## config.mk

```make
export PLATFORM = sky130hd
export DESIGN_NAME = audio_stream_bridge
export DESIGN_NICKNAME = d
export VERILOG_FILES = /design/src/rtl/audio_pkg.sv /design/src/rtl/sat_counter.sv /design/src/rtl/audio_stream_bridge.sv
export SDC_FILE = /design/constraint.sdc
export NUM_CORES = 1
export LEC_CHECK = 0
export ABC_AREA = 1
export ABC_CLOCK_PERIOD_IN_PS = 2800
export BUFFER_PORTS_ARGS = -buffer_cell sky130_fd_sc_hd__buf_2
export CORE_MARGIN = 8
export CORE_UTILIZATION = 30
export CTS_CLUSTER_DIAMETER = 40
export DETAILED_ROUTE_END_ITERATION = 6
export PLACE_DENSITY_LB_ADDON = 0.08
export SYNTH_ARGS = -nofsm -noshare
export SYNTH_HDL_FRONTEND = slang
export SYNTH_SLANG_ARGS = --single-unit
export TNS_END_PERCENT = 50
```

## constraint.sdc

```tcl
create_clock -name CLOCK_50 -period 2.8 [get_ports CLOCK_50]
set_input_delay 0.28 -clock CLOCK_50 [delete_from_list [all_inputs] [get_ports CLOCK_50]]
set_output_delay 0.28 -clock CLOCK_50 [all_outputs]
set_load 0.02 [all_outputs]
```

## src/rtl/audio_pkg.sv

```systemverilog
// rtl/audio_pkg.sv - shared types and constants for the audio stream bridge
package audio_pkg;

    localparam int SAMPLE_W        = 32;
    localparam int DROP_W          = 16;
    localparam int FX_LATENCY_DEF  = 0;
    localparam int STALL_LIMIT_DEF = 1023;

    typedef enum logic [2:0] {
        ST_IDLE,
        ST_CAPTURE,
        ST_PROCESS,
        ST_WAIT_OUT,
        ST_WRITE
    } state_t;

endpackage

```

## src/rtl/sat_counter.sv

```systemverilog
// rtl/sat_counter.sv - saturating up-counter with async active-low clear
module sat_counter #(
    parameter int W = 16
) (
    input  logic         clk,
    input  logic         clr_n,
    input  logic         inc,
    output logic [W-1:0] count
);

    always_ff @(posedge clk or negedge clr_n) begin
        if (!clr_n) begin
            count <= '0;
        end else if (inc && (count != {W{1'b1}})) begin
            count <= count + 1'b1;
        end
    end

endmodule

```

## src/rtl/audio_stream_bridge.sv

```systemverilog
// rtl/audio_stream_bridge.sv - codec-in -> effect chain -> codec-out sample sequencer
module audio_stream_bridge
    import audio_pkg::*;
#(
    parameter int FX_LATENCY  = FX_LATENCY_DEF,
    parameter int STALL_LIMIT = STALL_LIMIT_DEF
) (
    input  logic                CLOCK_50,
    input  logic                resetn,
    input  logic                bypass,
    input  logic                audio_in_available,
    output logic                read_audio_in,
    input  logic [SAMPLE_W-1:0] codec_left_in,
    input  logic [SAMPLE_W-1:0] codec_right_in,
    output logic [SAMPLE_W-1:0] fx_left_out,
    output logic [SAMPLE_W-1:0] fx_right_out,
    output logic                fx_valid,
    input  logic [SAMPLE_W-1:0] fx_left_in,
    input  logic [SAMPLE_W-1:0] fx_right_in,
    input  logic                audio_out_allowed,
    output logic                write_audio_out,
    output logic [SAMPLE_W-1:0] codec_left_out,
    output logic [SAMPLE_W-1:0] codec_right_out,
    output logic [DROP_W-1:0]   drop_count
);

    localparam logic [3:0]  LAT_LAST   = 4'(FX_LATENCY);
    localparam logic [15:0] STALL_LAST = 16'(STALL_LIMIT - 1);

    state_t      state;
    logic [3:0]  lat_cnt;
    logic [15:0] stall_cnt;
    logic        drop;

    // The sample is abandoned on the edge where the incremented stall count reaches the limit.
    assign drop = (state == ST_WAIT_OUT) && !audio_out_allowed && (stall_cnt == STALL_LAST);

    always_ff @(posedge CLOCK_50 or negedge resetn) begin
        if (!resetn) begin
            state           <= ST_IDLE;
            read_audio_in   <= 1'b0;
            write_audio_out <= 1'b0;
            fx_valid        <= 1'b0;
            fx_left_out     <= '0;
            fx_right_out    <= '0;
            codec_left_out  <= '0;
            codec_right_out <= '0;
            lat_cnt         <= '0;
            stall_cnt       <= '0;
        end else begin
            read_audio_in   <= 1'b0;
            write_audio_out <= 1'b0;
            fx_valid        <= 1'b0;
            case (state)
                ST_IDLE: begin
                    if (audio_in_available) begin
                        state         <= ST_CAPTURE;
                        read_audio_in <= 1'b1;
                    end
                end
                ST_CAPTURE: begin
                    fx_left_out  <= codec_left_in;
                    fx_right_out <= codec_right_in;
                    fx_valid     <= 1'b1;
                    lat_cnt      <= '0;
                    state        <= ST_PROCESS;
                end
                ST_PROCESS: begin
                    if (lat_cnt == LAT_LAST) begin
                        codec_left_out  <= bypass ? fx_left_out  : fx_left_in;
                        codec_right_out <= bypass ? fx_right_out : fx_right_in;
                        stall_cnt       <= '0;
                        state           <= ST_WAIT_OUT;
                    end else begin
                        lat_cnt <= lat_cnt + 1'b1;
                    end
                end
                ST_WAIT_OUT: begin
                    if (audio_out_allowed) begin
                        write_audio_out <= 1'b1;
                        state           <= ST_WRITE;
                    end else begin
                        stall_cnt <= stall_cnt + 1'b1;
                        if (drop) begin
                            state <= ST_IDLE;
                        end
                    end
                end
                ST_WRITE: begin
                    state <= ST_IDLE;
                end
                default: begin
                    state <= ST_IDLE;
                end
            endcase
        end
    end

    sat_counter #(
        .W(DROP_W)
    ) u_drop_count (
        .clk   (CLOCK_50),
        .clr_n (resetn),
        .inc   (drop),
        .count (drop_count)
    );

endmodule

```

==> impl_metrics.yaml, run 1 <==
yosys:
  synthArstFlopShare_pct: 100
  syn_area_mm2: 0.00788
  synthCells: 976
  yosys.area.top_type_share_pct: 54.0
  seq_area_frac_synth_pct: 54.0
  synth_area_leaders: "dfrtp_1, nand2_1, o21ai_0, inv_1, nor2_1"
  ys_top_cells_by_count: "nand2_1, o21ai_0, dfrtp_1, inv_1, nor2_1"
  syn_avg_cell_area_um2: 8.07
  synth_edf_count: 0
  synth_top_cell_by_area: "dfrtp_1"
  synth-seq-cells: 170
  synth_warnings: 0
  synth_ff_type: "dfrtp_1"
  synthesis.nets: 1114
  synth.most_common_cell: "nand2_1"
  yosysUniqueCellTypes: 33
global_routing:
  grt_pass1_wl_um: 39900
  antenna_found_initial: 10
  track_usage_pct: 16.1
  grt_max_degree: 126
  grt_overflow_total: 0
  grt_pass1_vias: 7207
clock_tree:
  root_buffer: "clkbuf_16"
  cts_made_buffers: 17
  htreeDepth: 4
  postCtsSetupRepairBufs: 0
  clkTransAtPathRegs_ns: 0.08
  cts.sinks: 170
  clk_latency_ns: 0.44
  clockBufferDepth: 2
  cts_tree: "yes"
floorplan:
  initial_core_util_pct: 30.4
  io_pins: 280
  die_x_um: 178
  placementRows: 59
  die_area_mm2: 0.0317
  die_h_um: 178
  core_area_mm2: 0.0259
timing:
  period_needed_ns: 1.76
  hold_viol: 0
  tns_ns: 0
  relSlewSlack_pct: 52.3
  maxSlewViolCount: 0
  rsz0062_at_grt: "false"
  max_slew.worst_pin.slew_ns: 0.716
  final.period_utilization_pct: 62.8
  setup_viol: 0
  skew_ns: 0.0186
  hold_slack_ns: 0.0427
  fmax_mhz: 568
worst_setup_path:
  cp_data_arrival_time_ns: 2.06
  crit_chain: "inv_1 -> ha_1 -> nand2_1 -> nor2_1 -> nand2_4 -> nand2_1 -> inv_1 -> nand2_1 -> o21ai_0"
  criticalPathCategory: "flip-flop to flip-flop"
  cpPeakStageDelay_ns: 0.40
  endpoint_kind: "flip-flop"
  critPathTopFamily: "simple AND/OR/NAND/NOR gates"
  startpoint_type: "flip-flop"
  cp_common_cell: "nand2_1"
  cp_data_required_time_ns: 3.10
  cp_max_fo: 11
  critPathBufInv: 2
  slowest_stage: "dfrtp_1"
pwr:
  power.total_mw: 11.0
  p_switching_mw: 4.93
  p_leak_nw: 5.34
  power.share.clock_pct: 21.7
  p_comb_share_pct: 42.2
  p_sw_share_pct: 44.9
  ir_drop_mv: 1.07
  power.density_mw_per_mm2: 1080
  p_int_mw: 6.06
  power_frac_seq_pct: 36.0
placed_design:
  place_area_mm2: 0.00957
  portBuffers: 279
  place_congestion: 0.779
  dp.cells: 1553
  dp.final_hpwl_um: 18400
route:
  drcViolationCount: 0
  wl_per_cell_um: 15.7
  wl_um: 24900
  viasPerCell: 4.42
  detail_route.iter0.violations: 410
  drtAntennaViolNets: 0
  vias: 7030
  drtPass1Iterations: 6
outcome:
  outcome: "finished clean"
cells_and_area:
  layout.nets: 1376
  nFillCells: 2745
  drive_above_1_share_pct: 26.9
  fin_cells: 1589
  syn2layout_area_growth_pct: 29.0
  final_area_mm2: 0.0102
run:
  max-cap-violations: 0
min_path:
  hold_class: "primary input to flip-flop"
[registers in the layout, summed over array words and instances, names as in the netlist]
| register | count |
|---|---|
| write_audio_out | 1 |
| u_drop_count.count | 16 |
| fx_right_out | 32 |
| read_audio_in | 1 |
| state | 3 |
| stall_cnt | 16 |
| fx_left_out | 32 |
| codec_right_out | 32 |
| fx_valid | 1 |
| codec_left_out | 32 |
| lat_cnt | 4 |
[power by group through the flow]
stage / combinational (mW) / sequential [mW] / clock, mW
4_1_cts: 4.77 / 3.98 / 2.46
3_3_place_gp: 4.75 / 4.00 / 0
2_1_floorplan: 1.88 / 5.11 / 0
3_5_place_dp: 4.78 / 4.00 / 0
6_report: 4.65 / 3.96 / 2.39
5_1_grt: 5.22 / 4.11 / 2.56
[cells in the final DEF (no fill, tap or decap), types with 2 or more instances in the layout]
master,instances
nand2_1,319
buf_2,277
o21ai_0,187
dfrtp_1,170
inv_1,110
nor2_1,42
nand3_1,23
clkbuf_16,17
o21ai_1,16
nand4_1,12
buf_4,7
a21oi_1,6
xnor2_1,6
ha_1,5
inv_8,5
inv_6,5
nand2_2,4
o31ai_1,4
clkinv_4,4
xor2_1,4
diode_2,3
nor2_4,3
nor3_1,3
buf_12,3
nor2_2,2
nand2_4,2
a31oi_1,2
[worst paths after layout]
path | start | end | slack (ns) | cells past startpoint
max in group asynchronous | resetn | u_drop_count.count[5] | 1.60 | 3
worst min-delay path | codec_right_in[1] | fx_right_out[1] | 0.04 | 3
worst min register to register | codec_left_out[7] | codec_left_out[7] | 0.48 | 2
worst max register to register | lat_cnt[0] | stall_cnt[12] | 1.04 | 9
min in group asynchronous | resetn | fx_right_out[23] | 0.42 | 2
worst max-delay path | lat_cnt[0] | stall_cnt[12] | 1.04 | 9
[cell families (layout without fill, tap and decap cells)]
logic type	Yosys count	count (layout)	synth area share [%]
XOR/XNOR	10	10	1.11
AND/OR/NAND/NOR	416	416	21.5
other	0	3	0
buffers and inverters	158	433	8.61
AO/OA/AOI/OAI	217	217	14.0
adder cells (fa/ha/maj)	5	5	0.794
flip-flops	170	170	54.0
[tightest hold or removal path, cell delays in order]
cell     delay (ns)
buf_2          0.08
nand2_1        0.04
o21ai_0        0.05
[layout make-up]
| class | count | area (um^2) | area share (%) |
|---|---|---|---|
| inverter | 112 | 427 | 4.20 |
| multi-input combinational | 648 | 2960 | 29.1 |
| clock buffer | 18 | 439 | 4.32 |
| clock inverter | 14 | 143 | 1.40 |
| timing repair buffer | 289 | 1520 | 15.0 |
| tap | 335 | 419 | 4.12 |
| sequential | 170 | 4250 | 41.9 |
| antenna | 3 | 7.51 | 0.0739 |
[timing repair]
| action | CTS | global route |
|---|---|---|
| hold buffers | 1 | 0 |
| endpoints found under the hold margin | 63 | 0 |
| resized for setup | 0 | 0 |
[stage by stage]
stage          utilization [%]  worst slack, ns
2_1_floorplan                -             1.14
3_3_place_gp              36.9             1.05
3_5_place_dp              36.9             1.00
4_1_cts                   39.2             1.02
5_1_grt                   39.2            0.813
6_report                  39.2             1.04
[layer usage]
metal / part of all wire [%] / wire, um / global-route usage, % / up-vias
met5: 0.31 / 78 / 0 / -
met4: 1.8 / 448 / 4.86 / 14
met3: 8.2 / 2050 / 6.73 / 34
met2: 47 / 11700 / 26.1 / 165
met1: 43 / 10600 / 19.0 / 3202
li1: - / - / - / 3615
Note: power is estimated with default switching activity, not from simulation.
==> inputs of run 2 (changes only) <==
--- a/config.mk
+++ b/config.mk
@@ -5,8 +5,8 @@
 export SDC_FILE = /design/constraint.sdc
 export NUM_CORES = 1
 export LEC_CHECK = 0
-export ABC_AREA = 1
-export ABC_CLOCK_PERIOD_IN_PS = 2800
+export ABC_AREA = 0
+export ABC_CLOCK_PERIOD_IN_PS = 1600
 export BUFFER_PORTS_ARGS = -buffer_cell sky130_fd_sc_hd__buf_2
 export CORE_MARGIN = 8
 export CORE_UTILIZATION = 30
==> constraint.sdc (replaced) <==
create_clock -name CLOCK_50 -period 1.6 [get_ports CLOCK_50]
set_input_delay 0.16 -clock CLOCK_50 [delete_from_list [all_inputs] [get_ports CLOCK_50]]
set_output_delay 0.16 -clock CLOCK_50 [all_outputs]
set_load 0.02 [all_outputs]
==> impl_metrics.yaml, run 2 <==
timing:
  hold_viol: 0
  period_needed_ns: 2.19
  relSlewSlack_pct: 66.9
  timing.final.ws_setup_ns: -0.589
  max_slew.worst_pin.slew_ns: 0.497
  fmax_mhz: 457
  maxSlewViolCount: 0
  final.period_utilization_pct: 137
  hold_slack_ns: 0.00841
  setup_viol: 135
  rsz0062_at_grt: "true"
  skew_ns: 0.0134
yosys:
  ys_top_cells_by_count: "dfrtp_1, nand2_1, o21ai_0, mux2_2, mux2i_1"
  syn_avg_cell_area_um2: 11.9
  synth_edf_count: 0
  synth-seq-cells: 170
  synthCells: 618
  yosysUniqueCellTypes: 35
  synthArstFlopShare_pct: 100
  synth_warnings: 0
  seq_area_frac_synth_pct: 58.0
  synth_area_leaders: "dfrtp_1, mux2_2, mux2i_1, o21ai_0, nand2_1"
  syn_area_mm2: 0.00733
  synthesis.nets: 756
  synth.most_common_cell: "dfrtp_1"
  synth_top_cell_by_area: "dfrtp_1"
  synth_ff_type: "dfrtp_1"
  yosys.area.top_type_share_pct: 58.0
floorplan:
  core_area_mm2: 0.0242
  die_area_mm2: 0.0297
  die_h_um: 172
  io_pins: 280
  placementRows: 57
  initial_core_util_pct: 30.3
  die_x_um: 172
cells_and_area:
  syn2layout_area_growth_pct: 56.1
  layout.nets: 1179
  drive_above_1_share_pct: 48.6
  final_common_cell: "buf_2"
  final_cell_mix: "buf_2, dfrtp_1, nand2_1"
  nFillCells: 2300
  fin_util_pct: 47.3
  antenna_cells: 0
placed_design:
  place_congestion: 0.755
  dp.final_hpwl_um: 17200
  portBuffers: 279
worst_setup_path:
  crit_start: "lat_cnt[0]"
  r2r-start: "lat_cnt[0]"
  startpoint_type: "flip-flop"
  cp_data_required_time_ns: 1.91
  r2r-end: "stall_cnt[13]"
  slowest_stage: "or4b_4"
  cp_max_fo: 5
  cp_data_arrival_time_ns: 2.50
  crit_chain: "inv_2 -> ha_1 -> or3b_4 -> or4b_4 -> a2111oi_4 -> xnor2_1 -> nor2_1"
  endpoint_kind: "flip-flop"
  r2r_cells: 7
  cpPeakStageDelay_ns: 0.58
  reg2reg_slack_ns: -0.59
  cp-endpoint: "stall_cnt[13]"
  criticalPathCategory: "flip-flop to flip-flop"
route:
  wl_per_cell_um: 18.2
  detail_route.iter0.violations: 284
  vias: 6188
  drcViolationCount: 0
  drtAntennaViolNets: 0
  drtPass1Iterations: 4
  wl_um: 25100
  viasPerCell: 4.49
global_routing:
  grt_overflow_total: 0
  antenna_found_initial: 0
  grt_pass1_vias: 6551
  track_usage_pct: 16.5
  grt_max_degree: 52
  grt_pass1_wl_um: 37700
outcome:
  violations: "setup timing"
  outcome: "finished, violations left"
pwr:
  p_leak_nw: 5.67
  power.share.clock_pct: 19.3
  p_int_mw: 12.5
  power.density_mw_per_mm2: 1850
  p_switching_mw: 8.72
  p_comb_share_pct: 47.5
  ir_drop_mv: 0.658
  power_frac_seq_pct: 33.3
  p_sw_share_pct: 41.1
clock_tree:
  cts.sinks: 170
  clkTransAtPathRegs_ns: 0.07
  cts_made_buffers: 17
  htreeDepth: 4
  root_buffer: "clkbuf_16"
  clockBufferDepth: 2
  clk_latency_ns: 0.42
  cts_tree: "yes"
run:
  max-cap-violations: 0
min_path:
  hold_class: "primary input to flip-flop"
[run 2: cell type report]
class | instances | area, um^2 | area share (%)
clock buffers | 19 | 443 | 3.87
flip-flops and latches | 170 | 4250 | 37.2
repair buffers | 437 | 3030 | 26.5
multi-input cells | 411 | 3160 | 27.6
clock inverters | 13 | 136 | 1.19
well taps | 324 | 405 | 3.54
inverters | 4 | 15.0 | 0.131
[run 2: how the worst min path moves through the flow]
stage	start	end	slack [ns]	cells past startpoint
floorplan	resetn	codec_left_out[0]	-0.14	0
CTS	codec_right_in[0]	fx_right_out[0]	0.003	2
detailed placement	resetn	codec_left_out[15]	0.15	1
finish	fx_left_in[23]	codec_left_out[23]	0.008	3
global placement	resetn	codec_left_out[15]	0.15	1
global route	codec_left_in[0]	fx_left_out[0]	0.005	2
[run 2: cells by family after synthesis]
family | share of synthesized area [%]
DFF | 58.0
and+or+nand+nor | 10.7
xor gates and xnor gates | 3.58
buffers and inverters | 2.06
muxes | 18.7
AOI/OAI and AO/OA | 6.08
adders and majority gates | 0.853
[run 2: power groups by stage]
stage / clock [mW] / sequential (mW) / combinational [mW]
after global placement: 0 / 7.11 / 8.57
after global routing: 4.40 / 7.31 / 10.9
after detailed placement: 0 / 7.14 / 8.63
final: 4.09 / 7.06 / 10.1
after CTS: 4.24 / 7.06 / 9.75
after floorplan: 0 / 9.09 / 3.18
[run 2: per-stage QoR]
stage	instance area, um^2	cells	power [mW]	TNS [ns]	worst slack [ns]
5_1_grt	11400	1378	22.6	-57.98	-0.731
3_5_place_dp	9710	1262	15.8	-49.78	-0.622
3_3_place_gp	9710	1262	15.7	-47.96	-0.589
2_1_floorplan	7390	618	12.3	-45.60	-0.693
6_report	11400	1378	21.2	-43.59	-0.589
4_1_cts	11200	1367	21.1	-47.95	-0.624
[run 2: routing by layer]
metal / vias up / global-route usage [%] / wire (um)
met4: 0 / 4.80 / 378
met5: - / 0 / 0
met3: 23 / 3.61 / 1550
met2: 165 / 27.7 / 12400
met1: 2983 / 21.0 / 10800
li1: 3017 / - / -
[run 2: what timing repair did]
item,in CTS,in global routing
cloned,5,3
pin swaps,21,10
buffers inserted,7,6
endpoints found under the hold margin,101,2
endpoints found under the setup margin,162,162
gates resized for setup,46,55
hold buffers,61,2
[run 2: critical path, delay by kind of cell (launching register included)]
family	cells	cell delay [ns]
buffers and inverters	1	0.06
and+or+nand+nor	3	1.01
AOI/OAI and AO/OA	1	0.34
xor gates and xnor gates	1	0.15
adders and majority gates	1	0.13
DFF	1	0.39
==> inputs of run 3 (changes only) <==
--- a/config.mk
+++ b/config.mk
@@ -6,7 +6,7 @@
 export NUM_CORES = 1
 export LEC_CHECK = 0
 export ABC_AREA = 0
-export ABC_CLOCK_PERIOD_IN_PS = 1600
+export ABC_CLOCK_PERIOD_IN_PS = 2200
 export BUFFER_PORTS_ARGS = -buffer_cell sky130_fd_sc_hd__buf_2
 export CORE_MARGIN = 8
 export CORE_UTILIZATION = 30
==> constraint.sdc (replaced) <==
create_clock -name CLOCK_50 -period 2.2 [get_ports CLOCK_50]
set_input_delay 0.22 -clock CLOCK_50 [delete_from_list [all_inputs] [get_ports CLOCK_50]]
set_output_delay 0.22 -clock CLOCK_50 [all_outputs]
set_load 0.02 [all_outputs]
==> impl_metrics.yaml, run 3 (same netlist as run 2, synthesis figures left out) <==
outcome:
  outcome: "finished clean"
cells_and_area:
  final_cell_mix: "buf_2, dfrtp_1, nand2_1"
  antenna_cells: 0
  fin_cells: 1252
  final_area_mm2: 0.00998
  layout.nets: 1053
  syn2layout_area_growth_pct: 36.1
  fin_util_pct: 41.3
  drive_above_1_share_pct: 44.5
  final_common_cell: "buf_2"
worst_setup_path:
  startpoint_type: "flip-flop"
  critPathBufInv: 1
  endpoint_kind: "flip-flop"
  cpPeakStageDelay_ns: 0.57
  r2r-end: "stall_cnt[15]"
  critPathTopFamily: "simple AND/OR/NAND/NOR gates"
  crit_chain: "inv_1 -> ha_1 -> or3b_4 -> or4b_4 -> a2111oi_4 -> xnor2_1 -> nor2_1"
  cp_data_arrival_time_ns: 2.48
  criticalPathCategory: "flip-flop to flip-flop"
  r2r_cells: 7
  reg2reg_slack_ns: 0.02
  r2r-start: "lat_cnt[1]"
  cp_data_required_time_ns: 2.50
  cp_max_fo: 4
  slowest_stage: "or4b_4"
timing:
  period_needed_ns: 2.18
  maxSlewViolCount: 0
  hold_slack_ns: 0.0267
  tns_ns: 0
  fmax_mhz: 459
  rsz0062_at_grt: "true"
  setup_viol: 0
  relSlewSlack_pct: 62.2
  max_slew.worst_pin.slew_ns: 0.567
  hold_viol: 0
  skew_ns: 0.0130
  final.period_utilization_pct: 98.9
clock_tree:
  root_buffer: "clkbuf_16"
  htreeDepth: 4
  clk_latency_ns: 0.42
  cts_tree: "yes"
  cts_made_buffers: 17
  clkTransAtPathRegs_ns: 0.07
  clockBufferDepth: 2
  cts.sinks: 170
route:
  wl_per_cell_um: 17.9
  viasPerCell: 4.48
  vias: 5611
  detail_route.iter0.violations: 326
  wl_um: 22500
  drcViolationCount: 0
  drtAntennaViolNets: 0
  drtPass1Iterations: 4
global_routing:
  track_usage_pct: 14.8
  grt_pass1_vias: 5659
  met2_usage_pct: 24.1
  met1_usage_pct: 19.5
  grt_max_degree: 79
  busiest_layer: "met2"
  antenna_found_initial: 0
  use_met3_pct: 3.13
  grt_pass1_wl_um: 33700
  grt_overflow_total: 0
floorplan:
  die_area_mm2: 0.0297
  core_area_mm2: 0.0242
  initial_core_util_pct: 30.3
  die_h_um: 172
  placementRows: 57
  io_pins: 280
  die_x_um: 172
placed_design:
  dp.final_hpwl_um: 17000
  dp.cells: 1215
  place_area_mm2: 0.00933
  place_congestion: 0.742
  portBuffers: 279
pwr:
  p_leak_nw: 4.96
  power.density_mw_per_mm2: 1430
  ir_drop_mv: 0.515
min_path:
  hold_class: "primary input to flip-flop"
  holdPathEnd: "fx_right_out[4]"
  hold_path_depth: 2
  min_from: "codec_right_in[4]"
run:
  max-cap-violations: 0
==> run 3: changes by cell type in the layout (fill, tap and decap cells not counted), sizes merged <==
cell	change
bufinv	+1
dlygate4sd3	-59
clkinv	-2
clkbuf	-2
inv	+1
buf	-64
or4b	-1
==> run 3: worst max path at each step <==
stage,cells past startpoint,startpoint,slack (ns),to
floorplan,9,lat_cnt[0],-0.09,stall_cnt[13]
global placement,7,lat_cnt[1],0.03,stall_cnt[13]
detailed placement,7,lat_cnt[1],0.01,stall_cnt[15]
CTS,7,lat_cnt[1],-0.01,stall_cnt[15]
global route,7,lat_cnt[0],-0.07,stall_cnt[15]
finish,7,lat_cnt[1],0.02,stall_cnt[15]
==> run 3: where the power goes <==
part / total (mW) / internal, mW / switching [mW]
sequential: 5.13 / 4.38 / 0.744
clock: 3.08 / 1.71 / 1.37
combinational: 6.07 / 2.32 / 3.75
total: 14.3 / 8.42 / 5.86
==> run 3: stage by stage <==
stage                     setup slack (ns)  power [mW]
after detailed placement            0.0143        11.4
final                               0.0235        14.3
after CTS                          -0.0120        14.6
after floorplan                    -0.0936        8.87
after global placement              0.0290        11.4
after global routing               -0.0658        15.2
==> run 3: cell type report <==
class,instances,area [um^2]
fill,2406,14200
sequential,170,4250
multi-input combinational,410,2950
timing repair buffer,312,1760
clock buffer,19,433
tap,324,405
clock inverter,13,161
inverter,4,15.0
==> run 3: layer usage <==
metal / part of all wire (%) / routed length, um
met5: 0 / 0
met4: 1.1 / 255
met3: 6.0 / 1360
met2: 49 / 10900
met1: 44 / 9940
==> run 3: what timing repair did <==
action                     4_1_cts  5_1_grt
setup buffers                    0        1
hold endpoints to repair        50        0
setup endpoints to repair        2       34
gates resized for setup          0        3
hold buffers                     4        0
==> run 3: worst reg2reg max path, delay by kind of cell (launching register included) <==
| kind | cells | cell delay, ns |
|---|---|---|
| adder cells (fa/ha/maj) | 1 | 0.12 |
| flip-flops | 1 | 0.40 |
| AND/OR/NAND/NOR | 3 | 1.00 |
| AO/OA/AOI/OAI | 1 | 0.33 |
| XOR/XNOR | 1 | 0.15 |
| buffers and inverters | 1 | 0.06 |
